File: src/rtl/div_pkg.sv
// rtl/div_pkg.sv - shared types and constants for the divider requester
package div_pkg;

    localparam int DIV_W = 16;

    typedef enum logic [2:0] {
        ST_IDLE      = 3'd0,
        ST_LAUNCH    = 3'd1,
        ST_WAIT_ACK  = 3'd2,
        ST_WAIT_DONE = 3'd3,
        ST_HOLD      = 3'd4
    } state_e;

    localparam logic [1:0] ERR_OK      = 2'b00;
    localparam logic [1:0] ERR_DIV0    = 2'b01;
    localparam logic [1:0] ERR_ACK_TO  = 2'b10;
    localparam logic [1:0] ERR_DONE_TO = 2'b11;

endpackage

File: src/rtl/div_watchdog.sv
// rtl/div_watchdog.sv - saturating cycle counter with acknowledge and completion limits
module div_watchdog #(
    parameter int ACK_MAX  = 4,
    parameter int DONE_MAX = 255
) (
    input  logic clk_i,
    input  logic rstn_i,
    input  logic clr_i,
    input  logic en_i,
    output logic ack_expired_o,
    output logic done_expired_o
);

    localparam int MAX_LIM = (ACK_MAX > DONE_MAX) ? ACK_MAX : DONE_MAX;
    localparam int CW      = $clog2(MAX_LIM + 1);

    localparam logic [CW-1:0] ACK_LIM  = CW'(ACK_MAX);
    localparam logic [CW-1:0] DONE_LIM = CW'(DONE_MAX);
    localparam logic [CW-1:0] SAT_LIM  = CW'(MAX_LIM);

    logic [CW-1:0] cnt_q;
    logic [CW-1:0] cnt_d;

    // Clear wins over counting; the count sticks at the largest limit so it never wraps.
    always_comb begin
        cnt_d = cnt_q;
        if (clr_i) begin
            cnt_d = '0;
        end else if (en_i && (cnt_q != SAT_LIM)) begin
            cnt_d = cnt_q + 1'b1;
        end
    end

    // Counter register.
    always_ff @(posedge clk_i) begin
        if (!rstn_i) begin
            cnt_q <= '0;
        end else begin
            cnt_q <= cnt_d;
        end
    end

    assign ack_expired_o  = (cnt_q >= ACK_LIM);
    assign done_expired_o = (cnt_q >= DONE_LIM);

endmodule

File: src/rtl/div_requester.sv
// rtl/div_requester.sv - requester-side sequencer for the shift-subtract divider
module div_requester
    import div_pkg::*;
#(
    parameter int W        = DIV_W,
    parameter int ACK_MAX  = 4,
    parameter int DONE_MAX = 255
) (
    input  logic         clk,
    input  logic         rst,
    input  logic         req_valid,
    output logic         req_ready,
    input  logic [W-1:0] dividend,
    input  logic [W-1:0] divisor,
    output logic         div_start,
    output logic [W-1:0] div_a,
    output logic [W-1:0] div_b,
    input  logic         div_busy,
    input  logic [W-1:0] div_quot,
    input  logic [W-1:0] div_rem,
    output logic         res_valid,
    input  logic         res_ready,
    output logic [W-1:0] quot,
    output logic [W-1:0] rem,
    output logic [1:0]   err
);

    state_e         state_q, state_d;
    logic           req_ready_q, req_ready_d;
    logic           div_start_q, div_start_d;
    logic           res_valid_q, res_valid_d;
    logic [W-1:0]   div_a_q, div_a_d;
    logic [W-1:0]   div_b_q, div_b_d;
    logic [W-1:0]   quot_q, quot_d;
    logic [W-1:0]   rem_q, rem_d;
    logic [1:0]     err_q, err_d;

    logic           wd_clr;
    logic           wd_en;
    logic           ack_expired;
    logic           done_expired;

    // The watchdog restarts on every state change and only runs while waiting on the divider.
    assign wd_clr = (state_d != state_q);
    assign wd_en  = (state_q == ST_WAIT_ACK) || (state_q == ST_WAIT_DONE);

    div_watchdog #(
        .ACK_MAX  (ACK_MAX),
        .DONE_MAX (DONE_MAX)
    ) u_watchdog (
        .clk_i          (clk),
        .rstn_i         (rst),
        .clr_i          (wd_clr),
        .en_i           (wd_en),
        .ack_expired_o  (ack_expired),
        .done_expired_o (done_expired)
    );

    // Next state and next values of every registered output.
    always_comb begin
        state_d = state_q;
        div_a_d = div_a_q;
        div_b_d = div_b_q;
        quot_d  = quot_q;
        rem_d   = rem_q;
        err_d   = err_q;

        case (state_q)
            ST_IDLE: begin
                if (req_valid && req_ready_q) begin
                    if (divisor == '0) begin
                        quot_d  = '1;
                        rem_d   = dividend;
                        err_d   = ERR_DIV0;
                        state_d = ST_HOLD;
                    end else begin
                        div_a_d = dividend;
                        div_b_d = divisor;
                        state_d = ST_LAUNCH;
                    end
                end
            end
            ST_LAUNCH: begin
                state_d = ST_WAIT_ACK;
            end
            ST_WAIT_ACK: begin
                if (div_busy) begin
                    state_d = ST_WAIT_DONE;
                end else if (ack_expired) begin
                    quot_d  = '0;
                    rem_d   = '0;
                    err_d   = ERR_ACK_TO;
                    state_d = ST_HOLD;
                end
            end
            ST_WAIT_DONE: begin
                if (!div_busy) begin
                    quot_d  = div_quot;
                    rem_d   = div_rem;
                    err_d   = ERR_OK;
                    state_d = ST_HOLD;
                end else if (done_expired) begin
                    quot_d  = '0;
                    rem_d   = '0;
                    err_d   = ERR_DONE_TO;
                    state_d = ST_HOLD;
                end
            end
            ST_HOLD: begin
                if (res_valid_q && res_ready) begin
                    state_d = ST_IDLE;
                end
            end
            default: begin
                state_d = ST_IDLE;
            end
        endcase

        // Handshake outputs follow the state being entered, so they are valid on arrival.
        req_ready_d = (state_d == ST_IDLE) && !div_busy;
        div_start_d = (state_d == ST_WAIT_ACK);
        res_valid_d = (state_d == ST_HOLD);
    end

    // State and output registers; reset abandons any division in flight.
    always_ff @(posedge clk) begin
        if (!rst) begin
            state_q     <= ST_IDLE;
            req_ready_q <= 1'b0;
            div_start_q <= 1'b0;
            res_valid_q <= 1'b0;
            div_a_q     <= '0;
            div_b_q     <= '0;
            quot_q      <= '0;
            rem_q       <= '0;
            err_q       <= ERR_OK;
        end else begin
            state_q     <= state_d;
            req_ready_q <= req_ready_d;
            div_start_q <= div_start_d;
            res_valid_q <= res_valid_d;
            div_a_q     <= div_a_d;
            div_b_q     <= div_b_d;
            quot_q      <= quot_d;
            rem_q       <= rem_d;
            err_q       <= err_d;
        end
    end

    assign req_ready = req_ready_q;
    assign div_start = div_start_q;
    assign res_valid = res_valid_q;
    assign div_a     = div_a_q;
    assign div_b     = div_b_q;
    assign quot      = quot_q;
    assign rem       = rem_q;
    assign err       = err_q;

endmodule

File: config.mk
export PLATFORM = sky130hd
export DESIGN_NAME = div_requester
export DESIGN_NICKNAME = d
export VERILOG_FILES = /design/src/rtl/div_pkg.sv /design/src/rtl/div_watchdog.sv /design/src/rtl/div_requester.sv
export SDC_FILE = /design/constraint.sdc
export NUM_CORES = 1
export LEC_CHECK = 0
export BUFFER_PORTS_ARGS = -buffer_cell sky130_fd_sc_hd__buf_2
export CORE_MARGIN = 2
export CORE_UTILIZATION = 50
export CTS_BUF_LIST = sky130_fd_sc_hd__clkbuf_4
export DETAILED_ROUTE_END_ITERATION = 6
export PLACE_DENSITY = 0.82
export SETUP_SLACK_MARGIN = 0.5
export SYNTH_ARGS = -nofsm -noshare
export SYNTH_HDL_FRONTEND = slang
export SYNTH_SLANG_ARGS = --single-unit
File: constraint.sdc
create_clock -name clk -period 2.9 [get_ports clk]
set_input_delay 0.145 -clock clk [delete_from_list [all_inputs] [get_ports clk]]
set_output_delay 0.145 -clock clk [all_outputs]
set_load 0.005 [all_outputs]
# ---- Word-level counts from Yosys, hierarchy flattened
# Cells that the tools add are included.
dict set report word_totals {
  register_bits 80
  in_bits 69
  output_inout_bits 69
  word_cells 67
}
dict set report classes {
  n_addsub 1
  n_lt_le_gt_ge 2
  n_eq_ne 13
  n_mux 26
  bitwise 2
  n_reduce_logical 13
}
# op n
set ops {}
lappend ops {{$mux 16} 9}
lappend ops {{$pmux 16 s3} 2}
lappend ops {{$mux 3} 7}
lappend ops {{$logic_not 16->1} 1}
lappend ops {{$pmux 3 s5} 1}
lappend ops {{$mux 2} 6}
lappend ops {{$eq 3x2->1 const B} 3}
lappend ops {{$add 8x1->8 const B} 1}
lappend ops {{$ge 8x3->1 const B} 1}
lappend ops {{$ge 8x8->1 const B} 1}
lappend ops {{$ne 2x2->1 const B} 4}
lappend ops {{$ne 8x8->1 const B} 1}
lappend ops {{$eq 3x3->1 const B} 2}
lappend ops {{$logic_not 3->1} 2}
lappend ops {{$pmux 2 s3} 1}
lappend ops {{$reduce_and 6->1} 1}
lappend ops {{$logic_and 1x1->1} 4}
lappend ops {{$eq 3x1->1 const B} 1}
lappend ops {{$ne 3x3->1} 1}
lappend ops {{$ne 3x3->1 const B} 1}
lappend ops {{$reduce_and 3->1} 1}
lappend ops {{$reduce_bool 3->1} 1}
lappend ops {{$not 1->1} 2}
lappend ops {{$reduce_or 2->1} 1}
lappend ops {{other kinds (2)} 2}

# ---- Logic depth before layout (Yosys ltp)
dict set report logic_depth {
  ltp_word 6
  depth_mapped 9
  mapped_depth_nobuf 6
}

# ---- Cells and area by module
# Synthesis repeated with hierarchy kept, for this count alone.
dict set report hier_totals {
  cells_unflattened 418
  hier_area_um2 3654.8
}
# module instances cells_per_inst area_per_inst_um2 seq_area_each_um2
set modules_own_cells {}
lappend modules_own_cells {div_requester 1 361 3184.3 1441.4}
lappend modules_own_cells {div_watchdog 1 57 470.5 160.2}

# ---- Worst setup path after synthesis
# No wires, ideal clock.
dict set report synth_timing {
  path_kind {flip-flop to flip-flop}
  start {reg u_watchdog.cnt_q[1]}
  end {reg err_q[1] (netlist: err[1])}
  setup_time_ns 0.072
  arrival_time_ns 1.947
  t_required_ns 2.828
  slack_ns 0.881
  path_stages_with_launch 10
  n_path_buf 3
  synth_period_minus_slack_ns 2.019
  path_cell_list {dfxtp_1 > ha_1 > nand4_1 > o2111ai_1 > nor2b_1 > buf_4 > and2_4 > buf_6 > buf_6 > mux2i_1}
}
dict set report synth_between {
  elab_chain_cells 3
  elab_cells_between_ends 5
  classes_between {order compare (2); eq/ne (2); reduce/logical (1)}
}
# element line
set synth_rtl {}
lappend synth_rtl {{start: declaration} div_watchdog.sv:21} ;# logic [CW-1:0] cnt_q;
lappend synth_rtl {{start signal: assignment} div_watchdog.sv:39} ;# cnt_q <= cnt_d;
lappend synth_rtl {{$ge 8x8->1 / $ge 8x3->1 (equally long branches)} {div_watchdog.sv:44, div_watchdog.sv:43}}
lappend synth_rtl {{$ne 3x3->1 (no source line) / $ne 2x2->1 (equally long branches)} --}
lappend synth_rtl {{$reduce_and 6->1 (no source line) *} --}
lappend synth_rtl {{end signal: assignment} div_requester.sv:146} ;# err_q <= err_d;
lappend synth_rtl {{end: declaration} div_requester.sv:36} ;# logic [1:0] err_q, err_d;
# Mark *: on every way between the ends. The rest lies on a longest branch, timed or not.
# A chain may end at the register's enable or synchronous reset.

# ---- Final worst setup path
dict set report layout_timing {
  start {reg u_watchdog.cnt_q[1]}
  end {reg rem_q[0] (netlist: rem[0])}
}
dict set report layout_between {
  elab_chain_cells 3
  elab_cells_between_ends 5
  classes_between {order compare (2); eq/ne (2); reduce/logical (1)}
}
# element line
set layout_rtl {}
lappend layout_rtl {{$ge 8x8->1 / $ge 8x3->1 (equally long branches)} {div_watchdog.sv:44, div_watchdog.sv:43}}
lappend layout_rtl {{$ne 3x3->1 (no source line) / $ne 2x2->1 (equally long branches)} --}
lappend layout_rtl {{$reduce_and 6->1 (no source line) *} --}
lappend layout_rtl {{end signal: assignment} div_requester.sv:145} ;# rem_q <= rem_d;
lappend layout_rtl {{end: declaration} div_requester.sv:35} ;# logic [W-1:0] rem_q, rem_d;
# Marks and branches as above.

==> results_dict.tcl <==
set metrics [dict create \
    status "complete, no violations" \
    synth_cell_types 41 \
    synth-edff-count 0 \
    cts-root-buf "clkbuf_4" \
    p_leak_nw 2.468 \
    yosys_warnings 0 \
    r2r_slack_ps 690 \
    reg2reg_depth 7 \
    r2r_start "u_watchdog.cnt_q[1]" \
    hold_class "input port to register" \
    die_h_um 87.35 \
    crit_path_start_kind "register" \
    whs_ps 47.68 \
    antenna_found_initial 0 \
    async_flop_share_pct 0 \
    cp.arrival_ps 2550 \
    h-tree-depth 3 \
    post-dp-hpwl_mm 6.473 \
    drcViolationCount 0 \
    grt.busiest_layer "met2" \
    max_cap_violations 0 \
    setup_tns_ps 0 \
    setup_ws_ps 692.1 \
    clockPowerShare_pct 33.9 \
    design.portCount 138 \
    p_sw_share_pct 26.75 \
    via_per_inst 5.617 \
    core_sq_um 6756 \
    final_nets 579 \
    drtIter0Drc 181 \
    fp.dieArea_sq_um 7629 \
    layout_commonest_cell "buf_2" \
    synth_area_sq_um 3473 \
    final_max_slew_viol_count 0 \
    ir_drop_mv 0.2968 \
    period_share_pct 76.13 \
    wl_per_cell_um 16.76 \
    critPathKind "register to register" \
    seq_area_frac_synth_pct 46.11 \
    cts_buffers 9 \
    n_antenna_cell 0 \
    required_ps 3240 \
    max_slew_margin_pct 22.11 \
    pre_cts_slack_ps 666.8 \
    num_rows 30 \
    nFillCells 486 \
    final_cell_mix "137 x buf_2, 80 x dfxtp_1, 42 x nor2_1" \
    synth_area_per_cell_sq_um 10.10 \
    first_pass_iters 5 \
    power.switching_uw 555.4 \
    rsz0062_at_grt "false" \
    ant_nets 0 \
    power.density_nw_per_um2 443.4 \
    grt-ovfl-total 0 \
    final_util_pct 69.30 \
    cts_tree "yes" \
    setup_viol 0 \
    grt_use_met2_pct 43.46 \
    end_kind "register" \
    grt_pass1_wl_mm 15.53 \
    holdCritStartpoint "div_quot[9]" \
    yosys_most_used_dff "dfxtp_1" \
    finalPower_mw 2.076 \
    first_global_vias 3314 \
    syn_inst 344 \
    worstHoldPathCells 3 \
    syn_nets 415 \
    pwr-share-seq_pct 54.6 \
    globalRouteMet1Util_pct 30.66 \
    hold_end "quot[9]" \
    tightestPinTransition_ps 1164 \
    initial_core_util_pct 51.41 \
    gp_congestion 0.8413 \
    postRouteWirelength_mm 9.940 \
    clk_pin_slew_ps 130 \
    regArea_sq_um 1602 \
    cp_max_fo 17 \
    p_int_mw 1.521 \
    grt_max_degree 35 \
    skew_ps 25.32 \
    die_x_um 87.35 \
    synth_seq_cells 80 \
    use_met3_pct 8.436 \
    syn_to_final_growth_pct 34.80 \
    layout-drive-gt1-share_pct 36.45 \
    r2r_end "rem[0]" \
    clock_latency_ps 430 \
    postCtsSetupBuffers 0 \
    clock_path_buffers 2 \
    vias 3331 \
    grtUsageTotal_pct 25.78 \
    fmax_ghz 0.4529 \
    multi_input_area_sq_um 1723 \
    power_frac_comb_pct 11.5 \
    fin_crit_ps 2208 \
    cts_sinks 80 \
    finalHoldViolations 0 \
    port_buffers 137 \
]
metrics by stage:
step | instance area, sq um | cells
floorplan | 3473 | 344
global placement | 4185 | 543
detailed placement | 4185 | 543
CTS | 4667 | 592
global route | 4682 | 593
finish | 4682 | 593
worst max-delay path by stage:
stage | from | endpoint | slack, ps
2_1_floorplan | u_watchdog.cnt_q[1] | err[1] | 880
3_3_place_gp | u_watchdog.cnt_q[1] | err[1] | 780
3_5_place_dp | u_watchdog.cnt_q[1] | err[1] | 670
4_1_cts | u_watchdog.cnt_q[1] | err[1] | 630
5_1_grt | u_watchdog.cnt_q[1] | rem[6] | 490
6_report | u_watchdog.cnt_q[1] | rem[0] | 690
routing by layer:
layer	vias up	wire length, um
met5	-	0
met4	0	179
met3	16	765
met2	150	4901
met1	1580	4093
li1	1585	-
cells in the mapped netlist, types with 4 or more instances:
cell type,n,area share (%)
buf_2,5,0.72
clkbuf_1,15,1.6
nand2_1,11,1.2
nor2_1,42,4.5
dfxtp_1,80,46
buf_6,5,1.6
inv_1,8,0.86
xnor2_1,4,1.0
nor4_1,6,1.1
nand3_1,5,0.72
a211oi_2,17,6.1
a21oi_1,22,3.2
mux2i_1,34,9.8
o21ai_0,5,0.72
a21o_1,16,3.5
a22oi_1,16,3.5
o211a_1,16,4.6
kinds of logic (layout without fill, tap and decap cells):
family	after synthesis	after routing	share of synthesized area (%)
buffers and inverters	34	202	5.043
xor gates and xnor gates	4	4	1.009
adders and majority gates	2	2	0.7203
AOI/OAI and AO/OA	105	105	25.61
DFF	80	80	46.11
muxes	34	34	9.798
and+or+nand+nor	85	86	11.71
flip-flops by register name, summed over array words and instances (netlist names):
signal	count
div_a	16
div_b	16
quot	16
rem	16
u_watchdog.cnt_q	8
state_q	3
err	2
div_start	1
req_ready	1
res_valid	1
area by class of cell:
type                       count  area share, %
sequential                    80          34.21
timing repair buffer         178          22.98
clock inverter                 7          1.790
clock buffer                   9          1.443
multi-input combinational    231          36.80
tap                           80          2.138
inverter                       8         0.6414
critical path, stage by stage, from the launching register on:
cell	delay, ps
dfxtp_1	420
ha_1	280
nand4_1	230
o2111ai_2	300
nor2b_1	310
buf_4	280
a21oi_1	110
a211oi_2	210
power groups by stage:
| stage | logic [mW] | registers [mW] | clock network, mW |
|---|---|---|---|
| after floorplan | 0.103 | 1.16 | 0 |
| after global placement | 0.195 | 1.16 | 0 |
| after detailed placement | 0.199 | 1.16 | 0 |
| after CTS | 0.234 | 1.13 | 0.716 |
| after global routing | 0.260 | 1.14 | 0.766 |
| final | 0.239 | 1.13 | 0.703 |
what timing repair did:
item,CTS,global route
setup endpoints to repair,0,34
hold buffers,33,0
gates resized for setup,0,2
hold endpoints to repair,33,0
No activity file was read; power rests on OpenSTA's default activity.
